File: src/rtl/pc_run_ctrl_pkg.sv
// ---------------------------------------------------------------------------
// pc_run_ctrl_pkg
// Shared types and constants for the run/step/halt sequencer.
//   state_e        : sequencer state, 3-bit encoding
//   CNT_W_DEFAULT  : default width of the statistics counters
//   PC_W           : width of the PC word address (PC[11:2])
// ---------------------------------------------------------------------------
package pc_run_ctrl_pkg;

  typedef enum logic [2:0] {
    ST_IDLE  = 3'd0,
    ST_RUN   = 3'd1,
    ST_STEP  = 3'd2,
    ST_PAUSE = 3'd3,
    ST_HALT  = 3'd4
  } state_e;

  localparam int unsigned CNT_W_DEFAULT = 32;
  localparam int unsigned PC_W          = 10;

endpackage

File: src/rtl/pc_run_ctrl_sat_counter.sv
// ---------------------------------------------------------------------------
// pc_run_ctrl_sat_counter
// Up-counter that sticks at all-ones instead of wrapping.
//   clk   in  1  clock, rising edge
//   rst   in  1  synchronous, active-high reset (count -> 0)
//   inc   in  1  add one this cycle
//   count out W  current count
// ---------------------------------------------------------------------------
module pc_run_ctrl_sat_counter #(
  parameter int unsigned W = 32
) (
  input  logic         clk,
  input  logic         rst,
  input  logic         inc,
  output logic [W-1:0] count
);

  logic [W-1:0] count_q;

  // NOTE: sequential state is written with non-blocking assignments so every
  // register samples pre-edge values regardless of block evaluation order.
  always_ff @(posedge clk) begin
    if (rst) begin
      count_q <= '0;
    end else if (inc && (count_q != '1)) begin
      count_q <= count_q + 1'b1;
    end
  end

  assign count = count_q;

endmodule

File: src/rtl/pc_run_ctrl.sv
// ---------------------------------------------------------------------------
// pc_run_ctrl
// Run/step/halt sequencer for the single-cycle MIPS core. Generates the PC
// write-enable and counts retired instructions, taken branches and jumps.
// Optional feature macro: BREAKPOINT_EN (adds bp_valid/bp_addr/bp_hit).
//   clk        in   1      clock, rising edge
//   rst        in   1      synchronous, active-high reset
//   go         in   1      run/step button (rising edge detected here)
//   step_mode  in   1      1 = single step per go edge, 0 = free run
//   halt_req   in   1      current instruction is the halt syscall
//   branch     in   1      current instruction is a taken branch
//   jmp        in   1      current instruction is J/JR/JAL
//   pc_addr    in   10     current PC word address
//   pc_enable  out  1      PC write-enable; instruction retires when 1
//   running    out  1      state is RUN
//   halted     out  1      state is HALT
//   cycle_cnt  out  CNT_W  retired-instruction count (saturating)
//   branch_cnt out  CNT_W  retired taken-branch count (saturating)
//   jmp_cnt    out  CNT_W  retired jump count (saturating)
//   bp_valid   in   1      [BREAKPOINT_EN] breakpoint armed
//   bp_addr    in   10     [BREAKPOINT_EN] breakpoint word address
//   bp_hit     out  1      [BREAKPOINT_EN] sticky break flag, cleared by go edge
// ---------------------------------------------------------------------------
module pc_run_ctrl
  import pc_run_ctrl_pkg::*;
#(
  parameter int unsigned CNT_W = CNT_W_DEFAULT
) (
  input  logic             clk,
  input  logic             rst,
  input  logic             go,
  input  logic             step_mode,
  input  logic             halt_req,
  input  logic             branch,
  input  logic             jmp,
  input  logic [PC_W-1:0]  pc_addr,
  output logic             pc_enable,
  output logic             running,
  output logic             halted,
  output logic [CNT_W-1:0] cycle_cnt,
  output logic [CNT_W-1:0] branch_cnt,
  output logic [CNT_W-1:0] jmp_cnt
`ifdef BREAKPOINT_EN
  ,
  input  logic             bp_valid,
  input  logic [PC_W-1:0]  bp_addr,
  output logic             bp_hit
`endif
);

  state_e state_q, state_d;
  logic   go_q;
  logic   go_edge;
  logic   brk;
  logic   running_q, halted_q;

  assign go_edge = go & ~go_q;

`ifdef BREAKPOINT_EN
  logic skip_q;
  logic bp_hit_q;

  // Only free-running execution can break; skip_q lets the instruction we
  // paused on retire once after resuming.
  assign brk = (state_q == ST_RUN) & bp_valid & (pc_addr == bp_addr) & ~skip_q;

  always_ff @(posedge clk) begin
    if (rst) begin
      skip_q   <= 1'b0;
      bp_hit_q <= 1'b0;
    end else begin
      if ((state_q == ST_PAUSE) && go_edge) begin
        skip_q <= 1'b1;
      end else if (pc_enable) begin
        skip_q <= 1'b0;
      end
      // A break in the same cycle as a go edge wins: the clearing edge must
      // come after the break.
      if (brk && !halt_req) begin
        bp_hit_q <= 1'b1;
      end else if (go_edge) begin
        bp_hit_q <= 1'b0;
      end
    end
  end

  assign bp_hit = bp_hit_q;
`else
  logic unused_pc_addr;
  assign unused_pc_addr = ^pc_addr;
  assign brk            = 1'b0;
`endif

  // Mealy enable: the halt syscall and a breakpointed instruction never
  // retire. Gated by rst so a reset cycle retires nothing.
  // NOTE: every always_comb output gets a default first so no path leaves it
  // unassigned, which would otherwise infer a latch.
  always_comb begin
    pc_enable = 1'b0;
    if (!rst) begin
      case (state_q)
        ST_RUN:  pc_enable = ~halt_req & ~brk;
        ST_STEP: pc_enable = ~halt_req;
        default: pc_enable = 1'b0;
      endcase
    end
  end

  always_comb begin
    state_d = state_q;
    case (state_q)
      ST_IDLE, ST_PAUSE: begin
        if (go_edge) state_d = step_mode ? ST_STEP : ST_RUN;
      end
      ST_RUN: begin
        if (halt_req)              state_d = ST_HALT;
        else if (brk || step_mode) state_d = ST_PAUSE;
      end
      ST_STEP: state_d = halt_req ? ST_HALT : ST_PAUSE;
      ST_HALT: state_d = ST_HALT;
      default: state_d = ST_IDLE;
    endcase
  end

  // State and its decoded status outputs are registered together.
  always_ff @(posedge clk) begin
    if (rst) begin
      state_q   <= ST_IDLE;
      go_q      <= 1'b0;
      running_q <= 1'b0;
      halted_q  <= 1'b0;
    end else begin
      state_q   <= state_d;
      go_q      <= go;
      running_q <= (state_d == ST_RUN);
      halted_q  <= (state_d == ST_HALT);
    end
  end

  assign running = running_q;
  assign halted  = halted_q;

  pc_run_ctrl_sat_counter #(.W(CNT_W)) u_cycle_cnt (
    .clk   (clk),
    .rst   (rst),
    .inc   (pc_enable),
    .count (cycle_cnt)
  );

  pc_run_ctrl_sat_counter #(.W(CNT_W)) u_branch_cnt (
    .clk   (clk),
    .rst   (rst),
    .inc   (pc_enable & branch),
    .count (branch_cnt)
  );

  pc_run_ctrl_sat_counter #(.W(CNT_W)) u_jmp_cnt (
    .clk   (clk),
    .rst   (rst),
    .inc   (pc_enable & jmp),
    .count (jmp_cnt)
  );

endmodule

File: config.mk
export PLATFORM = sky130hd
export DESIGN_NAME = pc_run_ctrl
export DESIGN_NICKNAME = d
export VERILOG_FILES = /design/src/rtl/pc_run_ctrl_pkg.sv /design/src/rtl/pc_run_ctrl_sat_counter.sv /design/src/rtl/pc_run_ctrl.sv
export SDC_FILE = /design/constraint.sdc
export NUM_CORES = 1
export LEC_CHECK = 0
export CAP_MARGIN = 20
export CORE_ASPECT_RATIO = 2
export CORE_UTILIZATION = 40
export CTS_CLUSTER_DIAMETER = 100
export DETAILED_ROUTE_END_ITERATION = 7
export PLACE_DENSITY = 0.68
export SYNTH_ARGS = -nofsm -noshare
export SYNTH_HDL_FRONTEND = slang
export SYNTH_HIERARCHICAL = 1
export SYNTH_SLANG_ARGS = --single-unit
File: constraint.sdc
create_clock -name clk -period 3.5 [get_ports clk]
set_input_delay 0.35 -clock clk [delete_from_list [all_inputs] [get_ports clk]]
set_output_delay 0.35 -clock clk [all_outputs]
set_load 0.05 [all_outputs]
### Word-level counts from Yosys, hierarchy flattened

Index checks and enable logic that the tools add are counted.

| operators by class | value |
|---|---|
| add/subtract/negate cells | 3 |
| equal/unequal tests | 9 |
| mux-type cells | 8 |
| bitwise gates (word level) | 5 |
| reduce and logical (&&, ||, !) cells | 6 |

Operators by type and width:

| kind | number |
|---|---|
| 32-bit by 1-bit adder with 32-bit output (second input constant) | 3 |
| 32-bit != test (second input constant) | 3 |
| 3-bit 2-to-1 mux | 4 |
| 3-bit case mux with 4 select lines | 1 |
| 3-bit by 1-bit equality test with 1-bit output (second input constant) | 2 |
| 3-bit by 2-bit equality test with 1-bit output (second input constant) | 2 |
| 3-bit equality test (second input constant) | 2 |
| 2-bit OR reduction | 2 |
| 1-bit bitwise AND | 3 |
| 1-bit logical AND | 3 |
| 3-bit logical NOT | 1 |
| 1-bit 2-to-1 mux | 2 |
| 2-bit 2-to-1 mux | 1 |
| 1-bit NOT | 2 |

| storage, ports and cells | value |
|---|---|
| register bits | 102 |
| bits of input ports | 17 |
| output and inout bits | 99 |
| word-level logic and storage cells | 38 |

### Depth between registers and ports, before layout

Gate-level depths: netlist of run 1.

| logic depth | value |
|---|---|
| depth after elaboration | 6 |
| depth in mapped cells | 10 |
| gate-level depth less buffers | 9 |

### Hierarchy

The synthesis of run 1 kept the hierarchy.

Modules (own cells, without submodules):

| module | instances | cells an instance | area each (µm²) | seq. area each (µm²) |
|---|---|---|---|---|
| pc_run_ctrl_sat_counter | 3 | 199 | 1674.1 | 640.6 |
| pc_run_ctrl | 1 | 33 | 311.5 | 120.1 |

### Worst setup path after synthesis of run 1

OpenSTA, ideal clock, no wires.

| timing | value |
|---|---|
| path type | register to register |
| start point | register state_q[1] |
| end point | register u_branch_cnt.count_q[31], in the netlist u_branch_cnt/count[31] |
| library setup time | 0.121 ns |
| arrival | 3.377 ns |
| slack | 0.003 ns |
| cell stages (with the launch flop) | 11 |
| cell sequence | dfxtp_1 > buf_6 > xor2_1 > nand3_1 > nor2_1 > and2_1 > nand4_1 > nor4_2 > nand4_1 > nor4_1 > mux2_2 |

| between the ends | value |
|---|---|
| longest elaborated chain between the ends | 6 |
| elaborated cells between the ends (all ways) | 7 |

Ends and longest elaborated chain:

| item | RTL line | source |
|---|---|---|
| start: declaration | pc_run_ctrl.sv:51 | `state_e state_q, state_d;` |
| start signal: assignment | pc_run_ctrl.sv:133 | `state_q <= state_d;` |
| 3-bit by 1-bit equality test with 1-bit output or 3-bit by 2-bit equality test with 1-bit output (tied branches) | pc_run_ctrl.sv:101 | `case (state_q)` |
| 2-bit OR reduction (no line) (*) | - |  |
| 1-bit 2-to-1 mux (*) | - |  |
| 1-bit 2-to-1 mux (*) | pc_run_ctrl.sv:100 | `if (!rst) begin` |
| named net pc_enable | pc_run_ctrl.sv:37 | `output logic pc_enable,` |
| 1-bit bitwise AND (*) | pc_run_ctrl.sv:153 | `.inc (pc_enable & branch),` |
| 1-bit logical AND (*) | pc_run_ctrl_sat_counter.sv:25 | `end else if (inc && (count_q != '1)) begin` |
| end signal: assignment | pc_run_ctrl_sat_counter.sv:26 | `count_q <= count_q + 1'b1;` |
| end: declaration | pc_run_ctrl_sat_counter.sv:18 | `logic [W-1:0] count_q;` |

The timed path passes the listed nets; every way through them passes the cells marked *.
A chain may end at the register's enable or synchronous reset.

### Worst setup path in the final report of run 1

| timing | value |
|---|---|
| start point | register state_q[1] |
| end point | register u_jmp_cnt.count_q[31], in the netlist u_jmp_cnt/count[31] |

| between the ends | value |
|---|---|
| longest elaborated chain between the ends | 6 |
| elaborated cells between the ends (all ways) | 7 |

Ends and longest elaborated chain:

| item | RTL line | source |
|---|---|---|
| 3-bit by 1-bit equality test with 1-bit output or 3-bit by 2-bit equality test with 1-bit output (tied branches) | pc_run_ctrl.sv:101 |  |
| 2-bit OR reduction (no line) (*) | - |  |
| 1-bit 2-to-1 mux (*) | - |  |
| 1-bit 2-to-1 mux (*) | pc_run_ctrl.sv:100 |  |
| 1-bit bitwise AND (*) | pc_run_ctrl.sv:160 | `.inc (pc_enable & jmp),` |
| 1-bit logical AND (*) | pc_run_ctrl_sat_counter.sv:25 |  |
| end signal: assignment | pc_run_ctrl_sat_counter.sv:26 |  |
| end: declaration | pc_run_ctrl_sat_counter.sv:18 |  |

Mark *: on every way between the ends. The rest lies on a longest branch, timed or not.

==> results.yml, run 1 <==
yosys:
  synth-edff-count: 0
  synth-compound-area-share_pct: 18.8
  synthArstFlopShare_pct: 0
  synth_xor_area_share_pct: 3.61
  yosys.area_share.simple_pct: 33.2
  seq_area_frac_synth_pct: 38.3
  syn-cell-area_um2: 5330
  dominantRegCellSynth: "dfxtp_1"
  postSynthCellCount: 630
  synthesis.nets: 650
  yosys_register_bits: 102
  synth_top_family_by_area: "simple AND/OR/NAND/NOR gates"
  ys_types: 48
  synthAdderAreaFrac_pct: 0.704
  ys_warn_count: 6
  syn_area_per_cell_um2: 8.47
  synthMuxAreaShare_pct: 2.02
final_layout:
  diodes: 0
  utilization_pct: 52.8
  multi_input_area_um2: 3130
  layout-drive-gt1-share_pct: 8.21
  fill_cells: 1244
  stdcell_count: 883
  syn_to_final_growth_pct: 28.5
  seqCellArea_um2: 2040
  layout.nets: 748
global_route:
  grt.total_usage_pct: 22.2
  grt_pass1_wl_um: 25100
  antenna_found_initial: 0
  grt_pass1_vias: 5265
  grt_overflow_total: 0
  grt_start_max_net_pins: 70
critical_path:
  max_stage_delay_ns: 0.55
  crit_path_top_delay_cell: "dfxtp_1"
  worstPathCellList: "xor2_1 > nand3_1 > nor2_1 > buf_4 > and2_1 > nand4_1 > nor4_2 > buf_4 > nand4_1 > nor4_1 > mux2_2"
  ff2ff_path_depth: 11
  cp.depth: 11
  crit_required_ns: 3.73
  critPathMaxFanout: 8
  path_class: "flip-flop to flip-flop"
  endpoint_kind: "flip-flop"
  cp-start-kind: "flip-flop"
  regToRegSetupSlack_ns: 0.58
  critPathTopFamily: "simple AND/OR/NAND/NOR gates"
  arrival_ns: 3.15
  path_buf_inv: 2
route:
  drtIter0Drc: 205
  num_vias: 5434
  postRouteWirelength_um: 15300
  drc: 0
  vias_per_cell: 6.15
  dr.pass1.iters: 4
  ant_nets: 0
  wire_per_inst_um: 17.4
min_path:
  hp-class: "flip-flop to flip-flop"
  hold_depth: 2
timing:
  setup_viol: 0
  slew_viol_final: 0
  worstMarginPinSlew_ns: 0.817
  whs_ns: 0.507
  final.setup_skew_ns: 0.0100
  rsz0062_at_grt: "no"
  min_period_over_period_pct: 83.4
  relSlewSlack_pct: 45.1
  hold_viol: 0
  period_needed_ns: 2.92
  fin_tns_setup_ns: 0
  max_freq_mhz: 342
clock_tree:
  clkLatencyLatePin_ns: 0.34
  cts_tree: "yes"
  post_cts_resized: 0
  hold_buffers: 0
  cts_buffers: 9
  clock_path_buffers: 2
  cts-root-buf: "clkbuf_16"
  path_clk_slew_ns: 0.07
  htreeDepth: 3
  cts_sinks: 102
  postCtsSetupBuffers: 0
floorplan:
  initial_core_util_pct: 41.1
  die_area_um2: 13800
  io_pins: 116
  die_w_um: 83.7
  core_um2: 13000
  num_rows: 59
  dieHeight_um: 165
place:
  place_congestion: 0.812
  dp_hpwl_um: 11200
  dpl.cell_count: 869
  port-buffer-count: 105
power_and_ir_drop:
  p_leak_nw: 2.01
  p_per_area_nw_per_um2: 332
  ir_worst_vdd_mv: 0.254
run_status:
  status: "finished, final reports clean"
run:
  maxCapViolCount: 0
-- path summary, 6_finish.rpt --
kind / start / endpoint
setup / recovery: state_q[1] / u_jmp_cnt/count[31]
hold / removal: u_cycle_cnt/count[15] / u_cycle_cnt/count[15]
setup reg to reg: state_q[1] / u_jmp_cnt/count[31]
hold reg to reg: u_cycle_cnt/count[15] / u_cycle_cnt/count[15]
-- cells in the mapped netlist, types with 4 or more instances --
library cell    n  share of area, %
o31ai_1        36               5.1
xor2_1          4              0.66
nand3_1        40               3.8
mux2i_1         4              0.75
dfxtp_1       102                38
buf_2           9              0.84
o21ai_0        24               2.3
a21oi_1        66               6.2
or4_1          36               5.1
inv_1           9              0.63
and4_1         12               2.0
nand2b_1        4              0.47
nor2_1         46               3.2
xnor2_1        18               3.0
nand4_1        30               3.5
and2_1          5              0.59
nor3_1          6              0.56
nor2b_1         8              0.94
or3_1          30               3.5
and3_1         10               1.2
a211oi_1        4              0.56
a2111oi_0       6              0.99
nand2_1        30               2.1
nor4_1         12               1.4
clkbuf_1       24               1.7
nor3b_1         7              0.99
-- per-layer routing --
metal,track usage [%],vias up,wire (um)
met5,0,-,0
met4,10.7,0,525
met3,3.28,31,646
met2,43.4,157,8370
met1,22.7,2632,5780
li1,-,2614,-
-- power by group --
part | leakage [nW] | switching, W | total [W] | internal [W]
clock network | 0.138 | 0.000435 | 0.00100 | 0.000568
registers | 0.822 | 0.0000100 | 0.00118 | 0.00117
logic | 1.05 | 0.0000588 | 0.0000928 | 0.0000340
-- cells in the final DEF, fill, tap and decap left out, types with 4 or more instances in the layout --
cell type,count
a2111oi_0,6
a211oi_1,4
a21oi_1,66
and2_1,5
and3_1,10
and4_1,12
buf_4,17
clkbuf_16,9
clkdlybuf4s50_1,104
dfxtp_1,102
inv_1,9
mux2i_1,4
nand2_1,30
nand2b_1,4
nand3_1,40
nand4_1,30
nor2_1,46
nor2b_1,8
nor3_1,6
nor3b_1,7
nor4_1,9
nor4_2,6
o21ai_0,24
o31ai_1,36
or3_1,30
or4_1,36
xnor2_1,18
xor2_1,4
-- worst min-delay path, cell delays in order, from the launching register on --
cell and delay [ns]:
dfxtp_1 0.33, o31ai_1 0.07, a21oi_1 0.06
-- logic make-up after synthesis --
kind of cell / count (synthesis)
compound gates: 153
xor+xnor: 22
mux: 10
fa+ha+maj: 3
simple gates: 297
buf+inv: 43
flops: 102
-- through the flow --
step | setup WS [ns] | power (W) | instance area, um^2
3_5_place_dp | 0.454 | 0.00130 | 6570
2_1_floorplan | 0.00271 | 0.00127 | 5330
6_report | 0.579 | 0.00227 | 6850
5_1_grt | 0.344 | 0.00236 | 6850
3_3_place_gp | 0.520 | 0.00129 | 6570
4_1_cts | 0.563 | 0.00231 | 6850
-- state kept, by name, summed over array words and instances, names as in the netlist --
name                count
u_branch_cnt/count     32
u_cycle_cnt/count      32
u_jmp_cnt/count        32
state_q                 3
go_q                    1
halted                  1
running                 1
-- area by class of cell --
cell class / count / share of cell area, %
inverters: 9 / 0.493
multi-input cells: 485 / 45.7
repair buffers: 121 / 17.1
flip-flops and latches: 102 / 29.8
clock buffers: 11 / 3.54
clock inverters: 3 / 0.675
well taps: 152 / 2.77
No activity file was read; power rests on OpenSTA's default activity.
==> run 2: changes to the inputs <==
- clock period: 3.5 -> 2.9 ns (I/O delays scaled with it)
==> run 2 against run 1 <==
Sequential share of layout area shrank 0.72 points. Count of clock-buffer cells in the layout down 1. Critical endpoint is now u_jmp_cnt/count[23]. Global-route usage about the same. Register-to-register slack got worse by 0.45 ns. Highest routed layer unchanged.
==> results.yml, run 2 (synthesized netlist as in run 1, its figures left out) <==
run_status:
  status: "finished, final reports clean"
critical_path:
  ff2ff_path_depth: 10
  timing.rr.start: "state_q[0]"
  arrival_ns: 3.04
  worstPathCellList: "xor2_1 > nand3_1 > nor2_4 > and2_1 > nand4_1 > nor4_4 > buf_4 > nand3_1 > or4_1 > a21oi_1"
  path_buf_inv: 1
  endpoint_kind: "flip-flop"
  max_stage_delay_ns: 0.44
  cp-start-kind: "flip-flop"
  cp_common_cell: "nand3_1"
  crit_required_ns: 3.17
  path_class: "flip-flop to flip-flop"
  critPathMaxFanout: 7
  cp.depth: 10
  crit_path_top_delay_cell: "dfxtp_1"
  critPathTopFamily: "simple AND/OR/NAND/NOR gates"
  regToRegSetupSlack_ns: 0.13
  r2r_end: "u_jmp_cnt/count[23]"
clock_tree:
  cts-root-buf: "clkbuf_16"
  path_clk_slew_ns: 0.07
  cts_sinks: 102
  cts_tree: "yes"
  cts_buffers: 9
  clock_path_buffers: 2
  hold_buffers: 0
  clkLatencyLatePin_ns: 0.34
  htreeDepth: 3
timing:
  hold_viol: 0
  min_period_over_period_pct: 95.4
  relSlewSlack_pct: 51.5
  setup_viol: 0
  worstMarginPinSlew_ns: 0.709
  whs_ns: 0.501
  slew_viol_final: 0
  max_freq_mhz: 362
  fin_tns_setup_ns: 0
  final.setup_skew_ns: 0.00867
  period_needed_ns: 2.77
final_layout:
  layout_common_cells: "clkdlybuf4s50_1, dfxtp_1, a21oi_1"
  fill_cells: 1199
  layout_commonest_cell: "clkdlybuf4s50_1"
  layout-drive-gt1-share_pct: 10.5
  syn_to_final_growth_pct: 31.7
  layout.nets: 762
  diodes: 0
route:
  wire_per_inst_um: 17.2
  vias_per_cell: 6.06
  dr.pass1.iters: 4
  ant_nets: 0
  drc: 0
  num_vias: 5441
  drtIter0Drc: 212
  postRouteWirelength_um: 15500
place:
  place_congestion: 0.811
  port-buffer-count: 105
  dp_hpwl_um: 11200
min_path:
  min_from: "u_jmp_cnt/count[15]"
  hold_depth: 2
  hp-class: "flip-flop to flip-flop"
  whs_endpoint: "u_jmp_cnt/count[15]"
global_route:
  grt.total_usage_pct: 22.2
  grt_busiest_layer: "met2"
  grt_pass1_wl_um: 25000
  use_met3_pct: 3.18
  grt_pass1_vias: 5287
  gr-usage-met2_pct: 43.1
  grt_overflow_total: 0
  grt_use_met1_pct: 23.0
  antenna_found_initial: 0
  grt_start_max_net_pins: 65
floorplan:
  num_rows: 59
  io_pins: 116
  die_area_um2: 13800
  core_um2: 13000
  initial_core_util_pct: 41.1
  die_w_um: 83.7
  dieHeight_um: 165
power_and_ir_drop:
  p_int_w: 0.00223
  pwr-share-seq_pct: 49.5
  p_leak_nw: 2.14
  comb_power_share_pct: 4.3
  p_per_area_nw_per_um2: 408
  p_sw_w: 0.000632
  swShare_pct: 22.1
  ir_worst_vdd_mv: 0.293
  power.share.clock_pct: 46.2
run:
  maxCapViolCount: 0
==> run 2: worst max path at each step <==
stage / startpoint / end / slack, ns
2_1_floorplan: state_q[1] / u_branch_cnt/count[31] / 0.02
3_3_place_gp: halt_req / u_jmp_cnt/count[31] / 0.01
3_5_place_dp: halt_req / u_jmp_cnt/count[31] / 0.02
4_1_cts: state_q[0] / pc_enable / 0.19
5_1_grt: state_q[0] / u_jmp_cnt/count[23] / -0.04
6_report: state_q[0] / u_jmp_cnt/count[23] / 0.13
==> run 2: per-layer routing <==
metal  vias to the layer above  wire length, um
li1                       2640                -
met1                      2625             5920
met2                       147             8560
met3                        29              537
met4                         0              436
met5                         -                0
==> run 2: cell type report <==
type                            count  area (um^2)  area share, %
Clock inverter                      5         82.6           1.18
Sequential cell                   102         2040           29.1
Timing Repair Buffer              135         1270           18.1
Inverter                            9         33.8          0.481
Clock buffer                       10          239           3.40
Multi-Input combinational cell    485         3160           45.0
Tap cell                          152          190           2.71
==> run 2: repair_timing <==
action	4_1_cts	5_1_grt
gates resized for setup	0	1
buffers inserted	0	2
endpoints found under the setup margin	0	1
==> run 2: power by group through the flow <==
stage | Clock, W | Combinational, W | Sequential (W)
CTS | 0.00136 | 0.000124 | 0.00142
global route | 0.00141 | 0.000134 | 0.00142
global placement | 0 | 0.000119 | 0.00145
finish | 0.00132 | 0.000124 | 0.00142
floorplan | 0 | 0.0000665 | 0.00146
detailed placement | 0 | 0.000123 | 0.00145
==> run 2: worst min-delay path: cells and delay by family (launching register included) <==
kind            cells  cell delay [ns]
flops               1             0.34
compound gates      2             0.12
==> run 2: metrics by stage <==
stage | cell area [um^2] | utilization (%) | setup slack, ns | cells | power (W)
finish | 7020 | 54.1 | 0.134 | 898 | 0.00286
global route | 7020 | 54.1 | -0.0404 | 898 | 0.00296
CTS | 7000 | 53.9 | 0.192 | 896 | 0.00290
detailed placement | 6680 | 51.4 | 0.0201 | 881 | 0.00157
global placement | 6680 | 51.4 | 0.0111 | 881 | 0.00157
floorplan | 5360 | - | 0.0215 | 630 | 0.00153
